`src/rtl/bldc_motor_emulator_if.sv`:
```
// rtl/bldc_motor_emulator_if.sv - gate-side drive inputs and Hall/fault feedback between BLDC driver and motor emulator
interface bldc_motor_emulator_if #(
  parameter int counter_width = 32
);
  logic [5:0]               phase_enable;
  logic                     pwm_in;
  logic                     gate_enable;
  logic [counter_width-1:0] step_period;
  logic                     inject_hall_error;
  logic                     fault_clear;
  logic [2:0]               hall_values;
  logic                     fault_n;
  logic                     overcurrent_n;
  logic [2:0]               rotor_sector;
  logic [counter_width-1:0] step_count;

  modport master (
    output phase_enable, pwm_in, gate_enable, step_period, inject_hall_error, fault_clear,
    input  hall_values, fault_n, overcurrent_n, rotor_sector, step_count
  );

  modport slave (
    input  phase_enable, pwm_in, gate_enable, step_period, inject_hall_error, fault_clear,
    output hall_values, fault_n, overcurrent_n, rotor_sector, step_count
  );
endinterface

```
`src/rtl/bldc_motor_emulator.sv`:
```
// rtl/bldc_motor_emulator.sv - closed-loop BLDC rotor and Hall sensor model driven by gate-side outputs
module bldc_motor_emulator #(
  parameter int counter_width  = 32,
  parameter int stall_ticks    = 54_000,
  parameter int sync_stages    = 2,
  parameter int initial_sector = 0
) (
  input logic                 sys_clk,
  input logic                 reset_n,
  bldc_motor_emulator_if.slave bus
);
  localparam logic [2:0]               INIT_SECTOR = 3'(initial_sector);
  localparam logic [counter_width-1:0] STALL_MAX   = counter_width'(stall_ticks);

  function automatic logic [2:0] hall_of(input logic [2:0] s);
    case (s)
      3'd0:    hall_of = 3'b001;
      3'd1:    hall_of = 3'b011;
      3'd2:    hall_of = 3'b010;
      3'd3:    hall_of = 3'b110;
      3'd4:    hall_of = 3'b100;
      3'd5:    hall_of = 3'b101;
      default: hall_of = 3'b000;
    endcase
  endfunction

  logic [sync_stages-1:0]   r_pwm_sync;
  logic [2:0]               r_sector;
  logic [2:0]               r_hall;
  logic                     r_fault_n;
  logic                     r_oc_n;
  logic [counter_width-1:0] r_step_timer;
  logic [counter_width-1:0] r_stall_timer;
  logic [counter_width-1:0] r_step_count;

  logic [sync_stages:0]     w_pwm_chain;
  logic [2:0]               w_high;
  logic [2:0]               w_low;
  logic [2:0]               w_d;
  logic                     w_valid;
  logic                     w_on;
  logic                     w_shoot;
  logic                     w_aligned;
  logic [3:0]               w_diff;
  logic                     w_fwd;
  logic                     w_step;
  logic [counter_width-1:0] w_period_m1;
  logic [counter_width-1:0] w_stall_next;

  assign w_pwm_chain = {r_pwm_sync, bus.pwm_in};
  assign w_high      = bus.phase_enable[5:3];
  assign w_low       = bus.phase_enable[2:0];

  // Only the six single-high/single-low pairs on different phases produce torque.
  always_comb begin
    w_valid = 1'b1;
    w_d     = 3'd0;
    case ({w_high, w_low})
      6'b100_010: w_d = 3'd0;
      6'b100_001: w_d = 3'd1;
      6'b010_001: w_d = 3'd2;
      6'b010_100: w_d = 3'd3;
      6'b001_100: w_d = 3'd4;
      6'b001_010: w_d = 3'd5;
      default:    w_valid = 1'b0;
    endcase
  end

  assign w_on      = bus.gate_enable & w_valid & w_pwm_chain[sync_stages];
  assign w_shoot   = bus.gate_enable & (|(w_high & w_low));
  assign w_aligned = w_valid & (w_d == r_sector);

  // (d - s) mod 6; a distance of 3 is a tie and resolves forward.
  assign w_diff = (w_d >= r_sector) ? (4'(w_d) - 4'(r_sector))
                                    : (4'(w_d) + 4'd6 - 4'(r_sector));
  assign w_fwd  = (w_diff <= 4'd3);

  assign w_period_m1 = (bus.step_period == '0) ? '0 : bus.step_period - 1'b1;
  assign w_step      = r_fault_n & w_on & ~w_aligned & (r_step_timer >= w_period_m1);

  always_comb begin
    w_stall_next = '0;
    if (r_fault_n && w_on && w_aligned) begin
      w_stall_next = (r_stall_timer == STALL_MAX) ? r_stall_timer : r_stall_timer + 1'b1;
    end
  end

  always_ff @(posedge sys_clk or negedge reset_n) begin
    if (!reset_n) begin
      r_pwm_sync    <= '0;
      r_sector      <= INIT_SECTOR;
      r_hall        <= hall_of(INIT_SECTOR);
      r_fault_n     <= 1'b1;
      r_oc_n        <= 1'b1;
      r_step_timer  <= '0;
      r_stall_timer <= '0;
      r_step_count  <= '0;
    end else begin
      r_pwm_sync    <= w_pwm_chain[sync_stages-1:0];
      r_hall        <= bus.inject_hall_error ? 3'b000 : hall_of(r_sector);
      r_stall_timer <= w_stall_next;
      r_oc_n        <= (w_stall_next != STALL_MAX);
      if (!r_fault_n) begin
        r_step_timer <= '0;
        if (bus.fault_clear && !w_shoot) begin
          r_fault_n <= 1'b1;
        end
      end else begin
        if (w_shoot) begin
          r_fault_n <= 1'b0;
        end
        if (!w_valid || w_aligned) begin
          r_step_timer <= '0;
        end else if (w_step) begin
          r_step_timer <= '0;
          if (w_fwd) begin
            r_sector     <= (r_sector == 3'd5) ? 3'd0 : r_sector + 3'd1;
            r_step_count <= r_step_count + 1'b1;
          end else begin
            r_sector     <= (r_sector == 3'd0) ? 3'd5 : r_sector - 3'd1;
            r_step_count <= r_step_count - 1'b1;
          end
        end else if (w_on) begin
          r_step_timer <= r_step_timer + 1'b1;
        end
      end
    end
  end

  assign bus.hall_values   = r_hall;
  assign bus.fault_n       = r_fault_n;
  assign bus.overcurrent_n = r_oc_n;
  assign bus.rotor_sector  = r_sector;
  assign bus.step_count    = r_step_count;
endmodule

```
`src/flat_wrapper.sv`:
```
// flat-port wrapper written by rule: the top's interface ports become plain ports
module bldc_motor_emulator_flat 
#(
  parameter int counter_width  = 32,
  parameter int stall_ticks    = 54_000,
  parameter int sync_stages    = 2,
  parameter int initial_sector = 0
)
  (sys_clk, reset_n, bus_phase_enable, bus_pwm_in, bus_gate_enable, bus_step_period, bus_inject_hall_error, bus_fault_clear, bus_hall_values, bus_fault_n, bus_overcurrent_n, bus_rotor_sector, bus_step_count);
  bldc_motor_emulator_if #(.counter_width(counter_width)) bus_i ();
  input logic sys_clk;
  input logic reset_n;
  input wire logic [$bits(bus_i.phase_enable)-1:0] bus_phase_enable;
  input wire logic [$bits(bus_i.pwm_in)-1:0] bus_pwm_in;
  input wire logic [$bits(bus_i.gate_enable)-1:0] bus_gate_enable;
  input wire logic [$bits(bus_i.step_period)-1:0] bus_step_period;
  input wire logic [$bits(bus_i.inject_hall_error)-1:0] bus_inject_hall_error;
  input wire logic [$bits(bus_i.fault_clear)-1:0] bus_fault_clear;
  output wire logic [$bits(bus_i.hall_values)-1:0] bus_hall_values;
  output wire logic [$bits(bus_i.fault_n)-1:0] bus_fault_n;
  output wire logic [$bits(bus_i.overcurrent_n)-1:0] bus_overcurrent_n;
  output wire logic [$bits(bus_i.rotor_sector)-1:0] bus_rotor_sector;
  output wire logic [$bits(bus_i.step_count)-1:0] bus_step_count;
  assign bus_i.phase_enable = bus_phase_enable;
  assign bus_i.pwm_in = bus_pwm_in;
  assign bus_i.gate_enable = bus_gate_enable;
  assign bus_i.step_period = bus_step_period;
  assign bus_i.inject_hall_error = bus_inject_hall_error;
  assign bus_i.fault_clear = bus_fault_clear;
  assign bus_hall_values = bus_i.hall_values;
  assign bus_fault_n = bus_i.fault_n;
  assign bus_overcurrent_n = bus_i.overcurrent_n;
  assign bus_rotor_sector = bus_i.rotor_sector;
  assign bus_step_count = bus_i.step_count;
  bldc_motor_emulator #(.counter_width(counter_width), .stall_ticks(stall_ticks), .sync_stages(sync_stages), .initial_sector(initial_sector)) u_core (.sys_clk(sys_clk), .reset_n(reset_n), .bus(bus_i));
endmodule
```
`config.mk`:
```
export PLATFORM = sky130hd
export DESIGN_NAME = bldc_motor_emulator_flat
export DESIGN_NICKNAME = d
export VERILOG_FILES = /design/src/rtl/bldc_motor_emulator_if.sv /design/src/rtl/bldc_motor_emulator.sv /design/src/flat_wrapper.sv
export SDC_FILE = /design/constraint.sdc
export NUM_CORES = 1
export LEC_CHECK = 0
export BUFFER_PORTS_ARGS = -buffer_cell sky130_fd_sc_hd__buf_2
export CELL_PAD_IN_SITES_DETAIL_PLACEMENT = 0
export CELL_PAD_IN_SITES_GLOBAL_PLACEMENT = 1
export CORE_ASPECT_RATIO = 0.8
export CORE_MARGIN = 10
export CORE_UTILIZATION = 25
export CTS_CLUSTER_DIAMETER = 50
export DETAILED_ROUTE_END_ITERATION = 8
export GPL_TIMING_DRIVEN = 1
export PLACE_DENSITY = 0.49
export SYNTH_ARGS = -nofsm -noshare
export SYNTH_HDL_FRONTEND = slang
export SYNTH_SLANG_ARGS = --single-unit
```
`constraint.sdc`:
```
create_clock -name sys_clk -period 6.03 [get_ports sys_clk]
set_input_delay 0.603 -clock sys_clk [delete_from_list [all_inputs] [get_ports sys_clk]]
set_output_delay 0.603 -clock sys_clk [all_outputs]
set_load 0.005 [all_outputs]
```
# ---- Word level (Yosys, flattened, before mapping)
# Index checks and enable logic that the tools add are counted.
dict set report totals {
  reg_bits 106
  latchBits 0
  ram_bits 0
  mem_bits_ro 0
  in_bits 44
  out_inout_bits 40
  elab_cells 76
  n_memories 0
}
dict set report op_classes {
  addsub 10
  mul 0
  n_div 0
  n_lt_le_gt_ge 3
  n_eq_ne 15
  n_shift 0
  mux 19
  n_bitwise 10
  reduce_logical 11
}
# operator n
set op_table {}
lappend op_table {{32-bit 2-to-1 mux} 8}
lappend op_table {{32-bit by 1-bit adder with 32-bit output (second input constant)} 3}
lappend op_table {{32-bit by 1-bit subtractor with 32-bit output (second input constant)} 2}
lappend op_table {{32-bit by 16-bit == test with 1-bit output (second input constant)} 1}
lappend op_table {{32-bit greater-or-equal comparator} 1}
lappend op_table {{32-bit logical NOT} 1}
lappend op_table {{32-bit by 16-bit inequality test with 1-bit output (second input constant)} 1}
lappend op_table {{3-bit one-hot mux with 6 select lines} 1}
lappend op_table {{3-bit one-hot mux with 5 select lines} 1}
lappend op_table {{6-bit by 4-bit == test with 1-bit output (second input constant)} 2}
lappend op_table {{6-bit by 5-bit == test with 1-bit output (second input constant)} 2}
lappend op_table {{6-bit == test (second input constant)} 2}
lappend op_table {{3-bit 2-to-1 mux} 4}
lappend op_table {{1-bit bitwise AND} 7}
lappend op_table {{3-bit by 2-bit == test with 1-bit output (second input constant)} 2}
lappend op_table {{3-bit == test (second input constant)} 2}
lappend op_table {{6-bit OR reduction} 1}
lappend op_table {{3-bit by 3-bit adder with 4-bit output (second input constant)} 1}
lappend op_table {{4-bit by 2-bit <= comparator with 1-bit output (second input constant)} 1}
lappend op_table {{1-bit 2-to-1 mux} 4}
lappend op_table {{4-bit 2-to-1 mux} 1}
lappend op_table {{4-bit inequality test (second input constant)} 1}
lappend op_table {{3-bit by 3-bit subtractor with 4-bit output} 1}
lappend op_table {{4-bit by 3-bit subtractor with 4-bit output} 1}
lappend op_table {{13 further kinds} 17}

# ---- Longest topological paths before layout
# Gate-level depths: netlist of the first run.
dict set report depth {
  ltp_word 11
  ltp_mapped 26
  mapped_depth_nobuf 23
}

# ---- Least setup slack after synthesis of the first run
# Ideal clock, no wire load.
dict set report synth_path {
  path_type {input -> register}
  from {in bus_phase_enable[3]}
  to {reg u_core.r_step_count[29] (netlist: u_core.bus.step_count[29])}
  setup_time_ns 0.120
  arrival_time_ns 5.987
  required_ns 5.910
  setup_slack_ns -0.077
  cell_stages 21
  n_path_buf 2
  path_cell_list {buf_2 > nor2_1 > nand2_1 > or3_1 > inv_1 > ha_1 > or2_2 > fa_1 > xor2_1 > nand3_1 > o31a_1 > clkbuf_1 > ha_1 > o21ai_0 > o211ai_1 > a41oi_2 > o21ai_2 > a31o_1 > a311o_1 > or4_1 > a41o_1}
}
dict set report synth_between {
  elab_chain_cells 9
  word_cells_on_any_way 28
  classes_between {3 x add/sub; 2 x order compare; 7 x eq/ne; 4 x mux; 8 x bitwise; 4 x reduce/logical}
}
# element line_no
set synth_lines {}
lappend synth_lines {{start: declaration} flat_wrapper.sv:13} ;# input wire logic [$bits(bus_i.phase_enable)-1:0] bus_phase_enable;
lappend synth_lines {{branches (longest 9 deep; another with 3-bit by 3-bit adder with 4-bit output)} --}
lappend synth_lines {{end signal: assignment} bldc_motor_emulator.sv:118} ;# r_step_count <= r_step_count + 1'b1;
lappend synth_lines {{end signal: assignment} bldc_motor_emulator.sv:121} ;# r_step_count <= r_step_count - 1'b1;
lappend synth_lines {{end: declaration} bldc_motor_emulator.sv:34} ;# logic [counter_width-1:0] r_step_count;
# Several ways; the timed one is not identified.
# A chain may end at the register's enable or synchronous reset.

# ---- Worst setup path in the final report of the first run
dict set report layout_path {
  from {in bus_phase_enable[1]}
  to {reg u_core.r_step_count[29] (netlist: u_core.bus.step_count[29])}
}
# Same word-level chain as after synthesis.

==> results of run 1 <==
==> worst max-delay path: cells and delay by family <==
kind	cells	cell delay [ns]
compound gates	8	2.16
buf+inv	2	0.22
fa+ha+maj	3	0.95
xor+xnor	1	0.17
simple gates	6	1.41
==> stage by stage <==
| stage | utilization, % | std cells |
|---|---|---|
| after floorplan | - | 999 |
| after global placement | 28.1 | 1491 |
| after detailed placement | 28.1 | 1491 |
| after CTS | 29.0 | 1506 |
| after global routing | 29.0 | 1506 |
| final | 29.0 | 1506 |
==> per-layer routing <==
layer  part of all wire, %  track usage [%]  vias to the layer above
met3                   2.6             2.69                       20
met1                    53             17.3                     3527
met2                    43             17.8                       77
met5                 0.053                0                        -
li1                      -                -                     3780
met4                   1.2             2.81                        2
==> where the power goes <==
part           switching (mW)  internal (mW)
registers             0.00140          0.713
clock network           0.297          0.333
logic                   0.116         0.0674
==> synth_stat cells, types with 24 or more instances <==
cell type | count | area [µm²]
nor2_1 | 102 | 383
nand4_1 | 24 | 150
o21ai_0 | 69 | 345
nor3_1 | 27 | 135
dfrtp_1 | 103 | 2580
a21oi_1 | 53 | 265
inv_1 | 26 | 97.6
clkbuf_1 | 26 | 97.6
nand2_1 | 100 | 375
mux2_2 | 28 | 315
ha_1 | 74 | 926
xnor2_1 | 46 | 403
xor2_1 | 50 | 438
nand3_1 | 45 | 225
==> sequential cells by signal, summed over array words and instances, names as in the netlist <==
name and cells:
u_core.bus.overcurrent_n 1, u_core.bus.hall_values 3, u_core.r_pwm_sync 2, u_core.bus.rotor_sector 3, u_core.r_stall_timer 32, u_core.r_step_timer 32
u_core.bus.step_count 32, u_core.bus.fault_n 1
==> cells in the final DEF, fill, tap and decap left out, types with 4 or more instances in the layout <==
| cell | synthesis | final |
|---|---|---|
| mux2_2 | 28 | 28 |
| nor4_1 | 11 | 11 |
| o21a_1 | 5 | 5 |
| o21ai_0 | 69 | 69 |
| dfrtp_1 | 103 | 103 |
| or4_1 | 6 | 6 |
| and3_1 | 17 | 17 |
| o41ai_1 | 6 | 6 |
| xnor2_1 | 46 | 46 |
| nor2_1 | 102 | 102 |
| nor2b_1 | 17 | 17 |
| a31oi_1 | 13 | 13 |
| a21o_1 | 8 | 8 |
| xor2_1 | 50 | 50 |
| nand2_1 | 100 | 100 |
| a211oi_1 | 6 | 6 |
| or3_1 | 4 | 4 |
| nand3b_1 | 6 | 6 |
| buf_4 | 0 | 12 |
| nor4b_1 | 4 | 4 |
| a21oi_1 | 53 | 52 |
| buf_2 | 9 | 82 |
| and4_1 | 8 | 8 |
| ha_1 | 74 | 74 |
| nand2b_1 | 4 | 4 |
| or2_2 | 4 | 4 |
| nor3b_1 | 4 | 4 |
| clkbuf_16 | 0 | 9 |
| o21bai_1 | 7 | 7 |
| nand3_1 | 45 | 45 |
| nand4_1 | 24 | 24 |
| inv_1 | 26 | 26 |
| o211ai_1 | 6 | 6 |
| and2_1 | 10 | 10 |
| o31ai_1 | 17 | 17 |
| nor3_1 | 27 | 27 |
==> logic make-up (layout without fill, tap and decap cells) <==
family	after synthesis	count (layout)	share of synthesized area, %
fa+ha+maj	77	77	11.6
xor+xnor	96	96	9.86
buf+inv	65	138	3.08
flops	106	106	31.1
simple gates	403	403	23.7
compound gates	223	223	16.9
mux	29	29	3.81
==> layout make-up <==
class / count / area [µm²] / area share, %
clock buffer: 13 / 250 / 2.57
clock inverter: 2 / 37.5 / 0.385
inverter: 27 / 101 / 1.04
multi-input combinational: 828 / 5620 / 57.7
sequential: 106 / 2660 / 27.2
tap: 434 / 543 / 5.57
timing repair buffer: 96 / 541 / 5.54
==> final timing paths <==
| path | start | endpoint | slack (ns) | depth (start not counted) |
|---|---|---|---|---|
| min in group sys_clk | u_core.r_pwm_sync[0]$_DFF_PN0_ | u_core.r_pwm_sync[1]$_DFF_PN0_ | 0.35 | 0 |
| worst min register to register | u_core.r_pwm_sync[0]$_DFF_PN0_ | u_core.r_pwm_sync[1]$_DFF_PN0_ | 0.35 | 0 |
| max in group asynchronous | reset_n | u_core.r_step_timer[0]$_DFFE_PN0P_ | 4.54 | 2 |
| worst max-delay path | bus_phase_enable[1] | u_core.bus.step_count[29]$_DFFE_PN0P_ | 0.80 | 20 |
| worst max register to register | u_core.bus.rotor_sector[1]$_DFFE_PN0P_ | u_core.bus.step_count[29]$_DFFE_PN0P_ | 1.11 | 16 |
| worst min-delay path | reset_n | u_core.bus.step_count[2]$_DFFE_PN0P_ | 0.29 | 1 |
==> reports/metrics.cfg, run 1 <==
[status]
outcome = finished, final reports clean

[yosys]
avgSynthCellArea_um2 = 8.54
netlist_instances = 999
synth-warning-count = 0
yosys_register_bits = 106
ys.flop_type = dfrtp_1
synthesis.area_um2 = 8530
seq_area_frac_synth_pct = 31.1
synth-edff-count = 0
synth_cell_types = 74
syn_nets = 1120
synth-async-reset-ratio_pct = 100

[cts]
cts-root-buf = clkbuf_16
clk_pin_slew_worst_paths_ns = 0.07
post_cts_buffers = 0
tritoncts = done
clkLatencyLatePin_ns = 0.38
cts.sinks = 106
clk_path_buf_depth = 2
cts_resized = 0
cts_htree_levels = 3
ctsHoldBuffers = 0
cts_buffers = 9

[timing]
layout_worst_path_cycle_share_pct = 86.8
finalSetupViolations = 0
rsz0062_at_grt = no
clock_skew_ns = 0.0101
setup_ws_ns = 0.798
drv_slew = 0
worst_pin_slew_ns = 0.907
holdWs_ns = 0.295
final_hold_viol_count = 0
slew_headroom_pct = 38.8
period_minus_slack_ns = 5.23
fmax_mhz = 191
setup_tns_ns = 0

[setup_path]
cp-start-kind = input port
worst_path_largest_cell_delay_ns = 0.41
arrival_ns = 5.50
crit_type = input port to flip-flop
crit_path_end_kind = flip-flop
required_ns = 6.30
critPathSlowestCell = a311o_1
path_cells = buf_2, nor2_1, nand2_1, or3_1, inv_1, ha_1, or2_2, fa_1, xor2_1, nand3_1, o31a_2, ha_1, o21ai_0, o211ai_1, a41oi_2, o21ai_2, a31o_1, a311o_1, or4_1, a41o_1
path_common_cell = ha_1
crit_fanout = 9

[grt]
grt_pass1_wl_mm = 40.6
grt_pass1_vias = 7352
grt_overflow = 0
grt_max_degree = 57
grt_usage_pct = 12.1
antenna_found_initial = 1

[die]
coreArea_um2 = 33600
row_count = 60
start_util_pct = 25.4
die_x_um = 226
chipHeight_um = 185
design.portCount = 84
dieArea_um2 = 41900

[drt]
drtIter0Drc = 465
drc = 0
ant_nets = 0
drtPass1Iterations = 4
vias = 7406
wl_mm = 24.7
via_per_inst = 4.92
wire_per_inst_um = 16.4

[placement]
io_buffers = 83
place_ws_ns = 0.444
gp_congestion = 0.815
hpwl_mm = 18.9
post_dp_cell_area_um2 = 9460

[pwr]
ir_worst_vdd_mv = 0.127
power.leakage_nw = 4.37
power_density_nw_per_um2 = 157
finalPower_mw = 1.53

[finish]
nNetsFinal = 1189
drive_above_1_share_pct = 14.8
nFillCells = 3672
diodes = 0
postLayoutCellArea_um2 = 9750
area_growth_pct = 14.3

[flow_run]
drv_cap = 0

[min_path]
hp-class = input port to async pin

No activity file was read; power rests on OpenSTA's default activity.
==> run 2: changes to the inputs <==
Settings changed: PLACE_DENSITY 0.49 to default, PLACE_DENSITY_LB_ADDON from default to 0.05.
==> run 2 against run 1 <==
Compared with the run above:
- clock power is 2% lower
- wire length is 3.4% higher
- largest power group unchanged
- non-clock buffer count is 1 higher
- global-route usage is 0.49 points higher
- register-to-register slack worse by 0.08 ns
- total power is 0.95% lower
- sequential share of layout area hardly changed
- worst hold slack better by 0.020 ns
- clock skew is 0.0017 ns lower
==> reports/metrics.cfg, run 2 (synthesized netlist as in run 1, its figures left out) <==
[drt]
drtPass1Iterations = 5
ant_nets = 0
drc = 0
vias = 7321
wire_per_inst_um = 17.0
drtIter0Drc = 524
via_per_inst = 4.85
wl_mm = 25.6

[cts]
cts_htree_levels = 3
tritoncts = done
cts-root-buf = clkbuf_16
clk_path_buf_depth = 2
cts_resized = 0
clkLatencyLatePin_ns = 0.38
cts.sinks = 106
cts_buffers = 9
post_cts_buffers = 0
clk_pin_slew_worst_paths_ns = 0.08
ctsHoldBuffers = 0

[grt]
grt_pass1_wl_mm = 41.9
antenna_found_initial = 0
grt_usage_pct = 12.5
grt_pass1_vias = 7403
grt_overflow = 0
grt_max_degree = 64

[setup_path]
crit_path_end_kind = flip-flop
arrival_ns = 5.56
worstRegToRegCells = 16
required_ns = 6.30
cp-start-kind = input port
worstReg2RegStart = u_core.bus.rotor_sector[1]$_DFFE_PN0P_
startpoint = bus_phase_enable[1]
crit_type = input port to flip-flop
rr_endpoint = u_core.bus.step_count[29]$_DFFE_PN0P_
reg2reg_slack_ns = 1.03
crit_fanout = 12

[pwr]
finalPower_mw = 1.51
ir_worst_vdd_mv = 0.103
share_seq_of_total_power_pct = 47.2
internal-power_mw = 1.09
p_sw_share_pct = 28.2
pwr-share-comb_pct = 12.2
power.net_switching_uw = 427
power_density_nw_per_um2 = 155
power.leakage_nw = 4.38
p_clk_share_pct = 40.6

[timing]
finalSetupViolations = 0
final_hold_viol_count = 0
holdWs_ns = 0.315
layout_worst_path_cycle_share_pct = 87.9
worst_pin_slew_ns = 0.929
rsz0062_at_grt = no
setup_ws_ns = 0.732
slew_headroom_pct = 37.3
clock_skew_ns = 0.00834
drv_slew = 0
setup_tns_ns = 0
fmax_mhz = 189
period_minus_slack_ns = 5.30

[placement]
io_buffers = 83
dp_cells = 1492
gp_congestion = 0.786
hpwl_mm = 19.5
post_dp_cell_area_um2 = 9470
place_ws_ns = 0.356

[status]
outcome = finished, final reports clean

[finish]
area_growth_pct = 14.5
nFillCells = 3670
mostFrequentLayoutCells = dfrtp_1 (103), nor2_1 (102), nand2_1 (100), buf_2 (82), ha_1 (74)
nNetsFinal = 1190
diodes = 0
seqCellArea_um2 = 2660
drive_above_1_share_pct = 15.3
final_common_cell = dfrtp_1
postLayoutCellArea_um2 = 9760
instances_no_fill = 1508
finish.utilization_pct = 29.0
multi_input_area_um2 = 5620

[die]
chipHeight_um = 185
die_x_um = 226
dieArea_um2 = 41900
design.portCount = 84
row_count = 60
start_util_pct = 25.4
coreArea_um2 = 33600

[flow_run]
drv_cap = 0

[min_path]
hp-class = input port to async pin

## run 2: worst max path at each step
stage                                                       end  slack (ns)  cells after the start
after floorplan           u_core.bus.step_count[29]$_DFFE_PN0P_        0.45                     21
after global placement    u_core.bus.step_count[30]$_DFFE_PN0P_        0.39                     22
after detailed placement  u_core.bus.step_count[29]$_DFFE_PN0P_        0.36                     20
after CTS                 u_core.bus.step_count[29]$_DFFE_PN0P_        0.75                     20
after global routing      u_core.bus.step_count[28]$_DFFE_PN0P_        0.24                     22
final                     u_core.bus.step_count[29]$_DFFE_PN0P_        0.73                     20
## run 2: area by class of cell
class                   count  area share (%)
well taps                 434            5.56
inverters                  27            1.04
multi-input cells         828            57.6
clock inverters             5           0.385
flip-flops and latches    106            27.2
clock buffers              11            2.59
repair buffers             97            5.61
## run 2: power by group through the flow
| stage | Clock [mW] | Sequential, mW | Combinational, mW |
|---|---|---|---|
| finish | 0.615 | 0.713 | 0.184 |
| global route | 0.687 | 0.714 | 0.211 |
| CTS | 0.658 | 0.714 | 0.188 |
| detailed placement | 0 | 0.728 | 0.187 |
| global placement | 0 | 0.728 | 0.190 |
| floorplan | 0 | 0.728 | 0.112 |
## run 2: routing by layer
layer  global-route usage, %  vias up  part of all wire (%)
met5                       0        -                     0
met1                    18.5     3489                    55
li1                        -     3774                     -
met3                    2.89        7                   2.6
met4                    1.85        0                  0.54
met2                    18.3       51                    42
## run 2: critical path: stages
cell      delay (ns)
buf_2           0.14
nor2_1          0.15
nand2_1         0.09
or3_1           0.40
inv_1           0.08
ha_1            0.25
or2_2           0.32
fa_1            0.39
xor2_1          0.17
nand3_1         0.08
o31a_2          0.32
ha_1            0.35
o21ai_0         0.28
o211ai_1        0.16
a41oi_2         0.30
o21ai_2         0.13
a31o_1          0.28
a311o_1         0.41
or4_1           0.42
a41o_1          0.24
